File: src/rtl/dpo_pkg.sv
// dpo_dot_pipe shared package: mode codes and width helpers.
// Provides dpo_clog2 and dpo_fw (full-precision reduction width).
package dpo_pkg;

  localparam logic [1:0] DPO_MODE_SUM   = 2'd0;
  localparam logic [1:0] DPO_MODE_DOT   = 2'd1;
  localparam logic [1:0] DPO_MODE_SUMSQ = 2'd2;

  function automatic int dpo_clog2(input int n);
    int r;
    r = 0;
    while ((1 << r) < n) r++;
    return r;
  endfunction

  function automatic int dpo_fw(input int dw, input int nch);
    return 2 * dw + dpo_clog2(nch);
  endfunction

endpackage

File: src/rtl/dpo_add_tree.sv
// dpo_add_tree: combinational unsigned N-input reduction tree.
// Ports: i_terms (N words of W bits, word j at [j*W +: W]),
//        o_sum (SW = W + clog2(N) bits, never overflows).
module dpo_add_tree
  import dpo_pkg::*;
#(
  parameter int N  = 8,
  parameter int W  = 16,
  parameter int SW = W + dpo_clog2(N)
) (
  input  logic [N*W-1:0] i_terms,
  output logic [SW-1:0]  o_sum
);

  localparam int L = dpo_clog2(N);
  localparam int P = 1 << L;

  // Level 0 holds the inputs padded with zeros up to a power of two;
  // each following level halves the number of partial sums.
  logic [SW-1:0] w_lvl [L+1][P];

  always_comb begin
    for (int l = 0; l <= L; l++)
      for (int j = 0; j < P; j++)
        w_lvl[l][j] = '0;
    for (int j = 0; j < N; j++)
      w_lvl[0][j] = SW'(i_terms[j*W +: W]);
    for (int l = 0; l < L; l++)
      for (int j = 0; j < (P >> (l + 1)); j++)
        w_lvl[l+1][j] = w_lvl[l][2*j] + w_lvl[l][2*j+1];
  end

  assign o_sum = w_lvl[L][0];

endmodule

File: src/rtl/dpo_dot_pipe.sv
// dpo_dot_pipe: 3-stage SUM / pairwise DOT / SUMSQ reduction of NCH
// unsigned DW-bit channels to an OW-bit result, vld/busy on both sides.
// Ports: clk, rst (async, active-low), din_vld/din_busy/din_mode/
//        din_data (channel i at [i*DW +: DW]), dout_vld/dout_busy/dout_data.
// Option: define DPO_SAT_EN to saturate (instead of wrap) when OW < FW.
module dpo_dot_pipe
  import dpo_pkg::*;
#(
  parameter int NCH = 8,
  parameter int DW  = 8,
  parameter int OW  = 32
) (
  input  logic              clk,
  input  logic              rst,
  input  logic              din_vld,
  output logic              din_busy,
  input  logic [1:0]        din_mode,
  input  logic [NCH*DW-1:0] din_data,
  output logic              dout_vld,
  input  logic              dout_busy,
  output logic [OW-1:0]     dout_data
);

  localparam int FW = dpo_fw(DW, NCH);
  localparam int TW = 2 * DW;

  logic                r_rst_done;
  logic                r_s1_vld;
  logic [1:0]          r_s1_mode;
  logic [NCH*DW-1:0]   r_s1_data;
  logic                r_s2_vld;
  logic [NCH*TW-1:0]   r_s2_terms;
  logic                r_dout_vld;
  logic [OW-1:0]       r_dout_data;

  logic                w_stall;
  logic                w_accept;
  logic                w_is_dot;
  logic                w_is_sq;
  logic [NCH*TW-1:0]   w_terms;
  logic [FW-1:0]       w_sum;
  logic [OW-1:0]       w_fit;

  // A held result freezes the whole pipe; no bubble squeezing.
  assign w_stall  = r_dout_vld & dout_busy;
  assign din_busy = w_stall | ~r_rst_done;
  assign w_accept = din_vld & ~din_busy;

  assign dout_vld  = r_dout_vld;
  assign dout_data = r_dout_data;

  // Reserved mode 3 falls through to SUM.
  assign w_is_dot = (r_s1_mode == DPO_MODE_DOT);
  assign w_is_sq  = (r_s1_mode == DPO_MODE_SUMSQ);

  always_comb begin
    w_terms = '0;
    unique case (1'b1)
      w_is_dot:
        for (int k = 0; k < NCH / 2; k++)
          w_terms[k*TW +: TW] =
            TW'(r_s1_data[(2*k)*DW +: DW]) *
            TW'(r_s1_data[(2*k+1)*DW +: DW]);
      w_is_sq:
        for (int k = 0; k < NCH; k++)
          w_terms[k*TW +: TW] =
            TW'(r_s1_data[k*DW +: DW]) *
            TW'(r_s1_data[k*DW +: DW]);
      default:
        for (int k = 0; k < NCH; k++)
          w_terms[k*TW +: TW] = TW'(r_s1_data[k*DW +: DW]);
    endcase
  end

  dpo_add_tree #(
    .N  (NCH),
    .W  (TW),
    .SW (FW)
  ) u_tree (
    .i_terms (r_s2_terms),
    .o_sum   (w_sum)
  );

  // Cast zero-extends when OW >= FW, otherwise keeps the low OW bits.
  always_comb begin
`ifdef DPO_SAT_EN
    if (FW > OW && (w_sum >> OW) != '0)
      w_fit = '1;
    else
      w_fit = OW'(w_sum);
`else
    w_fit = OW'(w_sum);
`endif
  end

  always_ff @(posedge clk or negedge rst) begin
    if (!rst) begin
      r_rst_done  <= 1'b0;
      r_s1_vld    <= 1'b0;
      r_s1_mode   <= DPO_MODE_SUM;
      r_s1_data   <= '0;
      r_s2_vld    <= 1'b0;
      r_s2_terms  <= '0;
      r_dout_vld  <= 1'b0;
      r_dout_data <= '0;
    end else begin
      r_rst_done <= 1'b1;
      if (!w_stall) begin
        r_s1_vld <= w_accept;
        if (w_accept) begin
          r_s1_mode <= din_mode;
          r_s1_data <= din_data;
        end
        r_s2_vld <= r_s1_vld;
        if (r_s1_vld)
          r_s2_terms <= w_terms;
        r_dout_vld <= r_s2_vld;
        if (r_s2_vld)
          r_dout_data <= w_fit;
      end
    end
  end

endmodule

File: config.mk
export PLATFORM = sky130hd
export DESIGN_NAME = dpo_dot_pipe
export DESIGN_NICKNAME = d
export VERILOG_FILES = /design/src/rtl/dpo_pkg.sv /design/src/rtl/dpo_add_tree.sv /design/src/rtl/dpo_dot_pipe.sv
export SDC_FILE = /design/constraint.sdc
export NUM_CORES = 2
export LEC_CHECK = 0
export BUFFER_PORTS_ARGS = -buffer_cell sky130_fd_sc_hd__clkbuf_2
export CORE_MARGIN = 10
export CORE_UTILIZATION = 34
export DETAILED_ROUTE_END_ITERATION = 6
export HOLD_SLACK_MARGIN = 0.05
export PLACE_DENSITY = 0.56
export SYNTH_ARGS = -nofsm -noshare
export SYNTH_HDL_FRONTEND = slang
export SYNTH_SLANG_ARGS = --single-unit
File: constraint.sdc
create_clock -name clk -period 5.3 [get_ports clk]
set_input_delay 0.795 -clock clk [delete_from_list [all_inputs] [get_ports clk]]
set_output_delay 0.795 -clock clk [all_outputs]
set_load 0.005 [all_outputs]
=== Yosys cells after proc, flatten, opt, wreduce, memory -nomap -nowiden ===
Cells that the tools add are included.
Widths: inputs -> output; s select.

* Mux-type cells: 2
* Add/subtract/negate cells: 7
* $lt $le $gt $ge: 0
* Reductions and logical operators: 3
* Div/mod/pow operators: 0
* Equality and inequality tests: 2
* Bitwise gates (word level): 6
* Multipliers: 12
* Shifts and indexed selects: 0

{| class="wikitable"
|+ Operator list
! cell !! number
|-
| $pmux 64 s2 || 2
|-
| $mul 8x8->16 || 12
|-
| $add 16x16->17 || 4
|-
| $add 19x19->19 || 3
|-
| $reduce_and 2->1 || 3
|-
| $not 1->1 || 3
|-
| $and 1x1->1 || 2
|-
| $eq 2x1->1 const B || 1
|-
| $eq 2x2->1 const B || 1
|-
| $or 1x1->1 || 1
|}

* Register bits after elaboration: 217
* Input bits: 70
* Memory bits (read-only): 0
* Memories: 0
* Bits in latches: 0
* Memory bits (writable): 0
* Word-level logic and storage cells: 40

=== Longest topological paths before layout ===
* Word-level depth: 5
* Depth in mapped cells: 22
* Mapped depth without buffers: 22

=== Modules after synthesis ===
From an unflattened synthesis, not the netlist that was laid out.

* Cell total of the unflattened synthesis: 3726
* Area, all modules: 33573.4 um2

{| class="wikitable"
|+ By module, submodules not included
! module !! area an instance (um2) !! cells an instance !! times used !! sequential area each (um2)
|-
| dpo_dot_pipe || 30055.1 || 3304 || 1 || 5430.2
|-
| dpo_add_tree || 3518.4 || 422 || 1 || 0.0
|}

=== Worst setup path after synthesis ===
Ideal clock, no wire load.

* Path type: register to register
* Start: reg r_s2_terms[32]
* End: reg r_dout_data[18], in the netlist dout_data[18]
* Setup time: 0.137 ns
* Slack: 0.461 ns
* Arrival time: 4.702 ns
* Cell stages (with the launch flop): 22
* Buffers on the path: 0
* Data required time: 5.163 ns
* Period minus slack after synthesis: 4.839 ns
* Path through: dfrtp_1 ha_1 fa_1 a21o_1 a21oi_1 o21ai_1 o21a_1 o2111ai_1 nand2_1 xor2_1 fa_1 inv_1 fa_1 inv_1 ha_1 and3_1 and3_1 o2111a_1 nor3_2 a21oi_1 a2111oi_0 nor3_1

* Word-level cells in the longest chain between the ends: 3

{| class="wikitable"
|+ Ends and longest elaborated chain
! item !! line !! text
|-
| start, declared || dpo_dot_pipe.sv:32 || <nowiki>logic [NCH*TW-1:0] r_s2_terms;</nowiki>
|-
| start signal, assigned || dpo_dot_pipe.sv:116 || <nowiki>r_s2_terms <= w_terms;</nowiki>
|-
| $add 16x16->17 || dpo_add_tree.sv:30 || <nowiki>w_lvl[l+1][j] = w_lvl[l][2*j] + w_lvl[l][2*j+1];</nowiki>
|-
| $add 19x19->19 (2 in a row) || dpo_add_tree.sv:30 ||
|-
| end signal, assigned || dpo_dot_pipe.sv:119 || <nowiki>r_dout_data <= w_fit;</nowiki>
|-
| end, declared || dpo_dot_pipe.sv:34 || <nowiki>logic [OW-1:0] r_dout_data;</nowiki>
|}

No other way between the ends.
A chain may end at the register's enable or synchronous reset.

=== Final worst setup path ===
Ends and elaborated chain as after synthesis.

==> qor.yml <==
layout:
  fin_nets: 4813
  regArea_um2: 5430
  antenna_cells: 0
  syn_to_final_growth_pct: 9.929
  drive_gt1_share_pct: 8.599
  final_common_cell: "inv_1"
  multi_input_area_um2: 25910
  fill_cells: 10150
  layout_common_cells: "inv_1, ha_1, fa_1"
  post-route-util_pct: 37.57
timing:
  max_freq_mhz: 198.9
  rsz0062_at_grt: "false"
  setup_viol: 0
  worstMarginPinSlew_ns: 1.020
  finalCriticalPeriod_ns: 5.028
  finClkSkew_ns: 0.01432
  period_share_pct: 94.87
  hold_violations: 0
  slew_headroom_pct: 31.85
  tns_ns: 0
  drv_slew: 0
cts:
  cts.htree.levels: 1
  cts_tree: "done"
  cts_buffers: 31
  cts.sinks: 217
  insertion_delay_ns: 0.62
  cts_root_buf: "clkbuf_16"
  clk_pin_slew_worst_paths_ns: 0.06
  cts.path.max_buffers: 3
logic_synthesis:
  synth_area_um2: 34080
  yosys_warnings: 0
  netlist.area_leader.share_pct: 22.44
  synth_top_family_by_area: "adder cells"
  synth-simple-area-share_pct: 15.75
  yosys.cell_types.count: 71
  async_flop_share_pct: 100.0
  synth.top_cells.by_area: "fa_1, ha_1, dfrtp_1, inv_1, and2_1"
  synth_xor_xnor_area_share_pct: 5.603
  synthMuxAreaShare_pct: 2.780
  synth_compound_area_share_pct: 12.00
  synth_cells: 3822
  synth_ff_type: "dfrtp_1"
  syn_avg_cell_area_um2: 8.916
  yosysSeqAreaShare_pct: 15.94
  ys_ff_latch: 217
  synth_edf_count: 0
  synth_fa_ha_area_share_pct: 39.55
  yosysTopAreaCell: "fa_1"
critical_path:
  critical_path_class: "flip-flop to flip-flop"
  crit_arrival_ns: 5.52
  r2r_setup_slack_ns: 0.27
  startpoint_type: "flip-flop"
  crit_path_end_kind: "flip-flop"
  cp_data_required_time_ns: 5.79
  critical_path.max_fanout: 6
grt:
  antenna_found_initial: 2
  groute.usage.overall_pct: 16.12
  grt_max_degree: 130
  grt_pass1_vias: 26170
  grt_pass1_wl_um: 146800
  grt_overflow: 0
drt:
  drt-vias-per-instance: 4.945
  drt_wl_total_um: 91020
  wl_per_cell_um: 17.45
  first_pass_iters: 5
  drt_iter0_drc: 1403
  routed-via-count: 25800
  drcViolationCount: 0
  antenna_left: 0
worst_hold_path:
  hold_path.class: "input pin to flip-flop"
floorplanning:
  dieArea_um2: 113300
  core_area_um2: 99710
  std_cell_rows: 116
  fp.dieW_um: 336.6
  die_h_um: 336.6
  io_pins: 104
  start_util_pct: 34.17
placement:
  routabilityCongestion: 0.8466
  dp_hpwl_um: 72950
  port_buffers: 90
flow_run:
  cap_violations: 0
run_status:
  status: "completed"
cells in the mapped netlist, types with 69 or more instances:
master and count:
o21ai_0 148, clkbuf_1 145, xnor2_1 142, xor2_1 76, mux2_2 69, and2_1 332, dfrtp_1 217, inv_1 577
a21oi_1 159, fa_1 382, ha_1 466, nand2_1 289, nor2_1 213
final timing paths:
check	start	to	depth (start not counted)
worst max register to register	r_s2_terms[32]	dout_data[18]	19
max in group asynchronous	rst	r_s1_data[7]	3
min in group asynchronous	rst	r_s1_data[39]	2
worst min register to register	r_s2_terms[64]	r_s2_terms[64]	2
worst min-delay path	din_data[7]	r_s1_data[7]	2
worst max-delay path	r_s2_terms[32]	dout_data[18]	19
layout make-up:
cell class	count	area share [%]
multi-input cells	2872	69.16
clock buffers	43	2.352
well taps	1298	4.336
inverters	577	5.782
clock inverters	14	0.4777
repair buffers	196	3.394
flip-flops and latches	217	14.50
state kept, by name, summed over array words and instances (netlist names):
name,count
r_s1_data,64
r_s1_mode,2
dout_vld,1
dout_data,19
r_s1_vld,1
r_s2_terms,128
r_rst_done,1
r_s2_vld,1
kinds of logic after synthesis:
| family | Yosys count |
|---|---|
| other | 2 |
| multiplexers | 86 |
| XOR/XNOR | 218 |
| adder cells (fa/ha/maj) | 848 |
| AND/OR/NAND/NOR | 1069 |
| buffers and inverters | 745 |
| flip-flops | 217 |
| AO/OA/AOI/OAI | 637 |
metal layers:
metal,track usage (%),vias up,wire (um)
met5,0,-,13
met1,22.64,12700,43620
met4,3.141,2,1874
met2,26.54,411,41940
met3,1.877,83,3574
li1,-,12600,-
worst max-delay path, stage by stage (launching register included):
cell	delay [ns]
dfrtp_1	0.38
ha_1	0.24
fa_1	0.42
a21o_1	0.21
a21oi_2	0.17
o21ai_1	0.14
o41ai_2	0.37
o21ai_1	0.12
a21oi_1	0.18
xnor2_1	0.16
fa_1	0.47
fa_1	0.51
ha_2	0.32
a21oi_2	0.17
o211a_1	0.20
nor2b_1	0.06
nor3_2	0.22
a21oi_2	0.11
a2111oi_2	0.35
nor3_1	0.10
what timing repair did:
item / in CTS / in global routing
endpoints found under the hold margin: 28 / 0
hold buffers: 1 / 0
buffers inserted: 0 / 2
resized for setup: 0 / 10
endpoints found under the setup margin: 0 / 2
per-stage QoR:
stage                     setup slack, ns  instance area (um2)  std cells  hold WS, ns
after floorplan                    0.4605                34120       3834       0.4428
after global placement             0.1050                36350       5157       0.4584
after detailed placement          0.07837                36350       5157       0.4631
after CTS                         0.03910                37420       5215       0.3721
after global routing              0.01236                37460       5217       0.3827
final                              0.2717                37460       5217       0.4085
Power is left out: the tool's default activity adds up to more than one toggle a clock period on the data nets, which glitch-free logic cannot reach.
